[config.mk]
export PLATFORM = sky130hd
export DESIGN_NAME = lcd_char_ctrl_flat
export DESIGN_NICKNAME = d
export VERILOG_FILES = /design/src/rtl/lcd_char_ctrl_if.sv /design/src/rtl/lcd_char_ctrl.sv /design/src/flat_wrapper.sv
export SDC_FILE = /design/constraint.sdc
export NUM_CORES = 1
export LEC_CHECK = 0
export BUFFER_PORTS_ARGS = -buffer_cell sky130_fd_sc_hd__buf_4
export CAP_MARGIN = 15
export CORE_UTILIZATION = 35
export DETAILED_ROUTE_END_ITERATION = 7
export PLACE_DENSITY_LB_ADDON = 0.05
export REMOVE_ABC_BUFFERS = 1
export SETUP_SLACK_MARGIN = 0.05
export SLEW_MARGIN = 40
export SYNTH_ARGS = -nofsm -noshare
export SYNTH_HDL_FRONTEND = slang
export SYNTH_SLANG_ARGS = --single-unit
[constraint.sdc]
create_clock -name clk -period 5.76 [get_ports clk]
set_input_delay 1.152 -clock clk [delete_from_list [all_inputs] [get_ports clk]]
set_output_delay 1.152 -clock clk [all_outputs]
set_load 0.01 [all_outputs]
[src/rtl/lcd_char_ctrl_if.sv]
`default_nettype none
// ============================================================================
// Module   : lcd_char_ctrl_if
// Purpose  : Byte-write valid/ready handshake into the character LCD controller.
// Revision : 1.0 - initial release
// ============================================================================
interface lcd_char_ctrl_if;
    logic       in_valid;
    logic       in_rs;
    logic [7:0] in_byte;
    logic       in_ready;

    modport master (output in_valid, in_rs, in_byte, input in_ready);
    modport slave  (input in_valid, in_rs, in_byte, output in_ready);
endinterface
`default_nettype wire

[src/rtl/lcd_char_ctrl.sv]
`default_nettype none
// ============================================================================
// Module   : lcd_char_ctrl
// Purpose  : HD44780-class write-only character LCD controller with power-up
//            init, cursor tracking and per-command execution waits.
//            Optional line autowrap enabled by defining LCD_AUTOWRAP_EN.
// Revision : 1.0 - initial release
// ============================================================================
module lcd_char_ctrl #(
    parameter int POWERUP_CYC  = 1500000,
    parameter int SETUP_CYC    = 10,
    parameter int EN_PULSE_CYC = 50,
    parameter int HOLD_CYC     = 10,
    parameter int CMD_WAIT_CYC = 4000,
    parameter int CLR_WAIT_CYC = 164000,
    parameter int COLS         = 16
) (
    input  logic              clk,
    input  logic              rst_n,
    lcd_char_ctrl_if.slave    bus,
    output logic              init_done,
    output logic              cur_line,
    output logic [5:0]        cur_col,
    output logic              lcd_rs,
    output logic              lcd_rw,
    output logic              lcd_en,
    output logic [7:0]        lcd_d
);

    localparam logic [31:0] c_pwrup_last = 32'(POWERUP_CYC - 1);
    localparam logic [31:0] c_setup_last = 32'(SETUP_CYC - 1);
    localparam logic [31:0] c_pulse_last = 32'(EN_PULSE_CYC - 1);
    localparam logic [31:0] c_hold_last  = 32'(HOLD_CYC - 1);
    localparam logic [31:0] c_cmd_last   = 32'(CMD_WAIT_CYC - 1);
    localparam logic [31:0] c_clr_last   = 32'(CLR_WAIT_CYC - 1);
    localparam logic [5:0]  c_last_col   = 6'd39;
    localparam logic [2:0]  c_last_init  = 3'd4;
`ifdef LCD_AUTOWRAP_EN
    localparam logic [5:0]  c_cols       = 6'(COLS);
`endif

    typedef enum logic [2:0] {
        ST_PWRUP     = 3'd0,
        ST_INIT_LOAD = 3'd1,
        ST_SETUP     = 3'd2,
        ST_PULSE     = 3'd3,
        ST_HOLD      = 3'd4,
        ST_EXEC_WAIT = 3'd5,
        ST_IDLE      = 3'd6
`ifdef LCD_AUTOWRAP_EN
        ,
        ST_WRAP_LOAD = 3'd7
`endif
    } state_t;

    state_t      state_q, state_d;
    logic [31:0] cnt_q, cnt_d;
    logic [2:0]  idx_q, idx_d;
    logic        init_done_q, init_done_d;
    logic        in_ready_q, in_ready_d;
    logic        line_q, line_d;
    logic [5:0]  col_q, col_d;
    logic        lcd_rs_q, lcd_rs_d;
    logic        lcd_en_q, lcd_en_d;
    logic [7:0]  lcd_d_q, lcd_d_d;
`ifdef LCD_AUTOWRAP_EN
    logic        wrap_pend_q, wrap_pend_d;
`endif

    logic [31:0] w_dur_last;
    logic        w_dur_done;
    logic        w_long_wait;
    logic [5:0]  w_col_inc;

    function automatic logic [7:0] init_byte(input logic [2:0] idx);
        case (idx)
            3'd0:    init_byte = 8'h38;
            3'd1:    init_byte = 8'h01;
            3'd2:    init_byte = 8'h0E;
            3'd3:    init_byte = 8'h06;
            default: init_byte = 8'h80;
        endcase
    endfunction

    // Clear and home take the long execution wait; the latched byte decides.
    assign w_long_wait = !lcd_rs_q &&
                         (lcd_d_q == 8'h01 || lcd_d_q == 8'h02 || lcd_d_q == 8'h03);
    assign w_col_inc   = col_q + 6'd1;

    always_comb begin
        w_dur_last = '0;
        case (state_q)
            ST_PWRUP:     w_dur_last = c_pwrup_last;
            ST_SETUP:     w_dur_last = c_setup_last;
            ST_PULSE:     w_dur_last = c_pulse_last;
            ST_HOLD:      w_dur_last = c_hold_last;
            ST_EXEC_WAIT: w_dur_last = w_long_wait ? c_clr_last : c_cmd_last;
            default:      w_dur_last = '0;
        endcase
    end

    assign w_dur_done = (cnt_q == w_dur_last);

    always_comb begin
        state_d     = state_q;
        cnt_d       = '0;
        idx_d       = idx_q;
        init_done_d = init_done_q;
        line_d      = line_q;
        col_d       = col_q;
        lcd_rs_d    = lcd_rs_q;
        lcd_d_d     = lcd_d_q;
`ifdef LCD_AUTOWRAP_EN
        wrap_pend_d = wrap_pend_q;
`endif
        case (state_q)
            ST_PWRUP: begin
                cnt_d = w_dur_done ? '0 : cnt_q + 32'd1;
                if (w_dur_done) state_d = ST_INIT_LOAD;
            end
            ST_INIT_LOAD: begin
                lcd_d_d  = init_byte(idx_q);
                lcd_rs_d = 1'b0;
                state_d  = ST_SETUP;
            end
            ST_IDLE: begin
                if (bus.in_valid && in_ready_q) begin
                    lcd_d_d  = bus.in_byte;
                    lcd_rs_d = bus.in_rs;
                    state_d  = ST_SETUP;
                end
            end
            ST_SETUP: begin
                cnt_d = w_dur_done ? '0 : cnt_q + 32'd1;
                if (w_dur_done) state_d = ST_PULSE;
            end
            ST_PULSE: begin
                cnt_d = w_dur_done ? '0 : cnt_q + 32'd1;
                if (w_dur_done) state_d = ST_HOLD;
            end
            ST_HOLD: begin
                cnt_d = w_dur_done ? '0 : cnt_q + 32'd1;
                if (w_dur_done) begin
                    state_d = ST_EXEC_WAIT;
                    if (lcd_rs_q) begin
                        // DDRAM order: column 39 of one line is followed by column 0 of the other
                        if (col_q == c_last_col) begin
                            col_d  = '0;
                            line_d = ~line_q;
                        end else begin
                            col_d = w_col_inc;
                        end
`ifdef LCD_AUTOWRAP_EN
                        wrap_pend_d = (col_q != c_last_col) && (w_col_inc == c_cols);
`endif
                    end else if (w_long_wait) begin
                        line_d = 1'b0;
                        col_d  = '0;
                    end else if (lcd_d_q[7]) begin
                        if (lcd_d_q[6:0] <= 7'h27) begin
                            line_d = 1'b0;
                            col_d  = lcd_d_q[5:0];
                        end else if (lcd_d_q[6:0] >= 7'h40 && lcd_d_q[6:0] <= 7'h67) begin
                            line_d = 1'b1;
                            col_d  = lcd_d_q[5:0];
                        end
                    end
                end
            end
            ST_EXEC_WAIT: begin
                cnt_d = w_dur_done ? '0 : cnt_q + 32'd1;
                if (w_dur_done) begin
                    if (!init_done_q) begin
                        if (idx_q == c_last_init) begin
                            init_done_d = 1'b1;
                            state_d     = ST_IDLE;
                        end else begin
                            idx_d   = idx_q + 3'd1;
                            state_d = ST_INIT_LOAD;
                        end
                    end else begin
`ifdef LCD_AUTOWRAP_EN
                        state_d = wrap_pend_q ? ST_WRAP_LOAD : ST_IDLE;
`else
                        state_d = ST_IDLE;
`endif
                    end
                end
            end
`ifdef LCD_AUTOWRAP_EN
            ST_WRAP_LOAD: begin
                lcd_d_d     = line_q ? 8'h80 : 8'hC0;
                lcd_rs_d    = 1'b0;
                wrap_pend_d = 1'b0;
                state_d     = ST_SETUP;
            end
`endif
            default: state_d = ST_PWRUP;
        endcase

        in_ready_d = (state_d == ST_IDLE) && init_done_d;
        lcd_en_d   = (state_d == ST_PULSE);
    end

    always_ff @(posedge clk or negedge rst_n) begin
        if (!rst_n) begin
            state_q     <= ST_PWRUP;
            cnt_q       <= '0;
            idx_q       <= '0;
            init_done_q <= 1'b0;
            in_ready_q  <= 1'b0;
            line_q      <= 1'b0;
            col_q       <= '0;
            lcd_rs_q    <= 1'b0;
            lcd_en_q    <= 1'b0;
            lcd_d_q     <= '0;
`ifdef LCD_AUTOWRAP_EN
            wrap_pend_q <= 1'b0;
`endif
        end else begin
            state_q     <= state_d;
            cnt_q       <= cnt_d;
            idx_q       <= idx_d;
            init_done_q <= init_done_d;
            in_ready_q  <= in_ready_d;
            line_q      <= line_d;
            col_q       <= col_d;
            lcd_rs_q    <= lcd_rs_d;
            lcd_en_q    <= lcd_en_d;
            lcd_d_q     <= lcd_d_d;
`ifdef LCD_AUTOWRAP_EN
            wrap_pend_q <= wrap_pend_d;
`endif
        end
    end

    assign bus.in_ready = in_ready_q;
    assign init_done    = init_done_q;
    assign cur_line     = line_q;
    assign cur_col      = col_q;
    assign lcd_rs       = lcd_rs_q;
    assign lcd_rw       = 1'b0;
    assign lcd_en       = lcd_en_q;
    assign lcd_d        = lcd_d_q;

endmodule
`default_nettype wire

[src/flat_wrapper.sv]
// flat-port wrapper written by rule: the top's interface ports become plain ports
module lcd_char_ctrl_flat 
#(
    parameter int POWERUP_CYC  = 1500000,
    parameter int SETUP_CYC    = 10,
    parameter int EN_PULSE_CYC = 50,
    parameter int HOLD_CYC     = 10,
    parameter int CMD_WAIT_CYC = 4000,
    parameter int CLR_WAIT_CYC = 164000,
    parameter int COLS         = 16
)
  (clk, rst_n, init_done, cur_line, cur_col, lcd_rs, lcd_rw, lcd_en, lcd_d, bus_in_valid, bus_in_rs, bus_in_byte, bus_in_ready);
  lcd_char_ctrl_if bus_i ();
  input  logic clk;
  input  logic rst_n;
  output logic init_done;
  output logic cur_line;
  output logic [5:0] cur_col;
  output logic lcd_rs;
  output logic lcd_rw;
  output logic lcd_en;
  output logic [7:0] lcd_d;
  input wire logic [$bits(bus_i.in_valid)-1:0] bus_in_valid;
  input wire logic [$bits(bus_i.in_rs)-1:0] bus_in_rs;
  input wire logic [$bits(bus_i.in_byte)-1:0] bus_in_byte;
  output wire logic [$bits(bus_i.in_ready)-1:0] bus_in_ready;
  assign bus_i.in_valid = bus_in_valid;
  assign bus_i.in_rs = bus_in_rs;
  assign bus_i.in_byte = bus_in_byte;
  assign bus_in_ready = bus_i.in_ready;
  lcd_char_ctrl #(.POWERUP_CYC(POWERUP_CYC), .SETUP_CYC(SETUP_CYC), .EN_PULSE_CYC(EN_PULSE_CYC), .HOLD_CYC(HOLD_CYC), .CMD_WAIT_CYC(CMD_WAIT_CYC), .CLR_WAIT_CYC(CLR_WAIT_CYC), .COLS(COLS)) u_core (.clk(clk), .rst_n(rst_n), .bus(bus_i), .init_done(init_done), .cur_line(cur_line), .cur_col(cur_col), .lcd_rs(lcd_rs), .lcd_rw(lcd_rw), .lcd_en(lcd_en), .lcd_d(lcd_d));
endmodule
==> results.cfg <==
[timing]
setup_viol_count_final = 0
final.setup.tns_ns = 0
fmax_mhz = 290
slew_headroom = 0.611
finalCriticalPeriod_ns = 3.45
final_hold_viol_count = 0
fin_worst_skew_ns = 0.0146
report.final.slew_viol_count = 0
setup_slack_ns = 2.31
grt_setup_unrepaired = no
worst_pin_slew_ns = 0.583
layout_worst_path_cycle_share = 0.599

[floorplan]
die_x_um = 98.9
die_height_um = 98.9
placement_rows = 34
initial_core_util = 0.370
core_area_um2 = 8890
die_area_um2 = 9780
ios = 32

[status]
status = complete, no violations

[clocking]
clock_insertion_delay_worst_skew_ns = 0.34
ctsLongestPathBuffers = 2
clk_transition_reported_paths_ns = 0.07
numCtsBuffers = 9
holdBufCountCts = 0
root_buffer = sky130_fd_sc_hd__clkbuf_8
number_of_levels_the_h_tree_was_split_into = 3
post_cts_resize_count = 0
post_cts.repair.setup_buffers = 0
tritoncts = done
cts_sinks = 57

[logic_synthesis]
yosys.area.top_type_share = 0.434
compound_gate_portion_of_the_synthesized_area = 0.121
asyncSetResetFlopFracSynth = 1.00
yosys_register_bits = 57
synth_largest_area_cell = sky130_fd_sc_hd__dfrtp_1
main_flop_type_after_synthesis = sky130_fd_sc_hd__dfrtp_1
synth_cell_types = 52
synth_cell_area_um2 = 3290
synth-warning-count = 0
post_synth_fa_ha_maj_area_fraction = 0.0266
synth_top_family_by_area = simple AND/OR/NAND/NOR gates
synth.top_cells.by_count = sky130_fd_sc_hd__nor2_1, sky130_fd_sc_hd__dfrtp_1, sky130_fd_sc_hd__nand2_1, sky130_fd_sc_hd__xnor2_1, sky130_fd_sc_hd__a21oi_1
synth-edff-count = 0
xor_xnor_share_of_the_synthesized_area = 0.0906
synth_seq_area_share = 0.434
synthSimpleGateAreaFrac = 0.264
synth_top_cells_by_area = sky130_fd_sc_hd__dfrtp_1, sky130_fd_sc_hd__nor2_1, sky130_fd_sc_hd__xnor2_1
syn_avg_cell_area_um2 = 8.60
synthMostInstantiatedCell = sky130_fd_sc_hd__nor2_1
synthesis.instances = 382
yosys-mux-area-fraction = 0.0190

[setup_path]
critPathArrivalTime_ns = 3.68
cp_slowest_cell = sky130_fd_sc_hd__or4_4
critical_path.max_fanout = 13
flop_to_flop_setup_slack_ns = 2.31
crit_path_start_kind = flop
max_stage_delay_ns = 0.68
crit_required_ns = 5.99
setup.worst_path.end_class = flop
library_cell_appearing_most_often_on_the_critical_path = sky130_fd_sc_hd__or4_4
path_cells = or4_4 > nor4_4 > a21o_1 > a41oi_1 > or4_4 > a211o_1 > mux2_1 > or2_1
worst_setup_path_type = reg2reg

[global_route]
via_count_of_the_first_global_routing_pass = 2664
gr-usage-all-layers = 0.177
grt_start_max_net_pins = 58
overflow = 0
antenna_found_initial = 0
first_pass_grt_wire_length_um = 13500

[routing]
route.detailed.wl_per_inst_um = 15.2
remaining_antenna_violation_count = 0
drc_errors = 0
detail_route.first_pass.iterations = 4
vias_per_cell = 5.21
vias = 2696
routed_wl_um = 7860
detail_route.iter0.violations = 98

[finish]
n_antenna_cell = 0
final-seq-area_um2 = 1430
synthToLayoutAreaGrowth_pct = 14.8
post-route-util = 0.424
layout-drive-gt1-share = 0.130
total_nets_final = 424
nFillCells = 913
multi_input_area_um2 = 1720

[placed_design]
post-dp-hpwl_um = 5460
port-buffer-count = 30
detailedPlace.worstSlack_ns = 2.30
gp_routability_congestion = 0.745

[job]
drv_cap = 0

[pwr]
power.density_cell_area_nw_per_um2 = 212
overall_power_of_the_completed_layout_w = 0.000799
leakagePower_nw = 1.77
worst_ir_drop_vdd_mv = 0.0816

[worst_hold_path]
holdCritPathClass = reg2reg
-- critical path: cells and delay by family (launching register included) --
family / cells / cell delay, ns
AOI/OAI and AO/OA: 3 / 0.73
and+or+nand+nor: 4 / 1.84
muxes: 1 / 0.36
DFF: 1 / 0.42
-- cells in the final DEF, fill, tap and decap left out, drive strengths merged, types with 2 or more instances in the layout --
| cell type | synthesis | final |
|---|---|---|
| o2bb2ai | 3 | 3 |
| nand4 | 6 | 6 |
| xor2 | 11 | 11 |
| nand2 | 31 | 31 |
| mux2 | 2 | 2 |
| xnor2 | 23 | 23 |
| nand3 | 19 | 19 |
| a31oi | 2 | 2 |
| a22oi | 2 | 2 |
| inv | 16 | 16 |
| nor2 | 70 | 70 |
| dfrtp | 57 | 57 |
| clkbuf | 11 | 12 |
| or3 | 2 | 2 |
| ha | 7 | 7 |
| nor3 | 12 | 12 |
| and3 | 12 | 12 |
| o21ai | 16 | 16 |
| or2 | 3 | 3 |
| clkinv | 0 | 2 |
| o32ai | 2 | 2 |
| nor2b | 5 | 5 |
| buf | 8 | 31 |
| mux2i | 4 | 4 |
| or4 | 3 | 3 |
| nor4 | 5 | 5 |
| and2 | 2 | 2 |
| o221ai | 2 | 2 |
| nor3b | 7 | 7 |
| a21oi | 21 | 21 |
-- routing by layer --
metal  vias up  GRT usage  share of wire
li1       1360          -              -
met1      1304      0.244           0.52
met2        25      0.273           0.45
met3         7     0.0426          0.022
met4         0     0.0551          0.011
met5         -          0              0
-- power by group --
group / switching (W) / internal, W / total (W)
combinational: 0.00000905 / 0.00000497 / 0.0000140
clock: 0.000165 / 0.000220 / 0.000385
sequential: 0 / 0.000400 / 0.000400
total: 0.000174 / 0.000625 / 0.000799
-- sequential cells by signal (all words and copies together) (netlist names) --
register / flops
u_core.state_q: 3
u_core.cur_col: 6
u_core.lcd_en: 1
u_core.lcd_d: 8
u_core.bus.in_ready: 1
u_core.cnt_q: 32
u_core.cur_line: 1
u_core.idx_q: 3
u_core.init_done: 1
u_core.lcd_rs: 1
-- final timing paths --
check                                 start                 to  depth (start not counted)
setup / recovery            u_core.lcd_d[2]  u_core.cur_col[2]                          8
hold / removal             u_core.init_done   u_core.init_done                          1
setup reg to reg            u_core.lcd_d[2]  u_core.cur_col[2]                          8
hold reg to reg            u_core.init_done   u_core.init_done                          1
max in group asynchronous             rst_n   u_core.cnt_q[11]                          1
min in group asynchronous             rst_n  u_core.cur_col[3]                          1
-- area by class of cell --
| cell class | instances | area share |
|---|---|---|
| inverters | 16 | 0.0159 |
| clock inverters | 3 | 0.0106 |
| well taps | 108 | 0.0358 |
| repair buffers | 31 | 0.0627 |
| multi-input cells | 290 | 0.456 |
| flip-flops and latches | 57 | 0.378 |
| clock buffers | 12 | 0.0411 |
-- through the flow --
stage          hold WS (ns)  instances  instance area [µm²]
6_report              0.533        517                 3770
3_3_place_gp          0.538        502                 3570
3_5_place_dp          0.515        502                 3570
5_1_grt               0.559        517                 3770
2_1_floorplan         0.506        363                 3200
4_1_cts               0.533        517                 3770
-- kinds of logic after synthesis --
logic type	after synthesis
XOR/XNOR	34
adder cells (fa/ha/maj)	7
flip-flops	57
AO/OA/AOI/OAI	63
AND/OR/NAND/NOR	179
multiplexers	6
other	1
buffers and inverters	35
(Power assumes the default switching activity.)
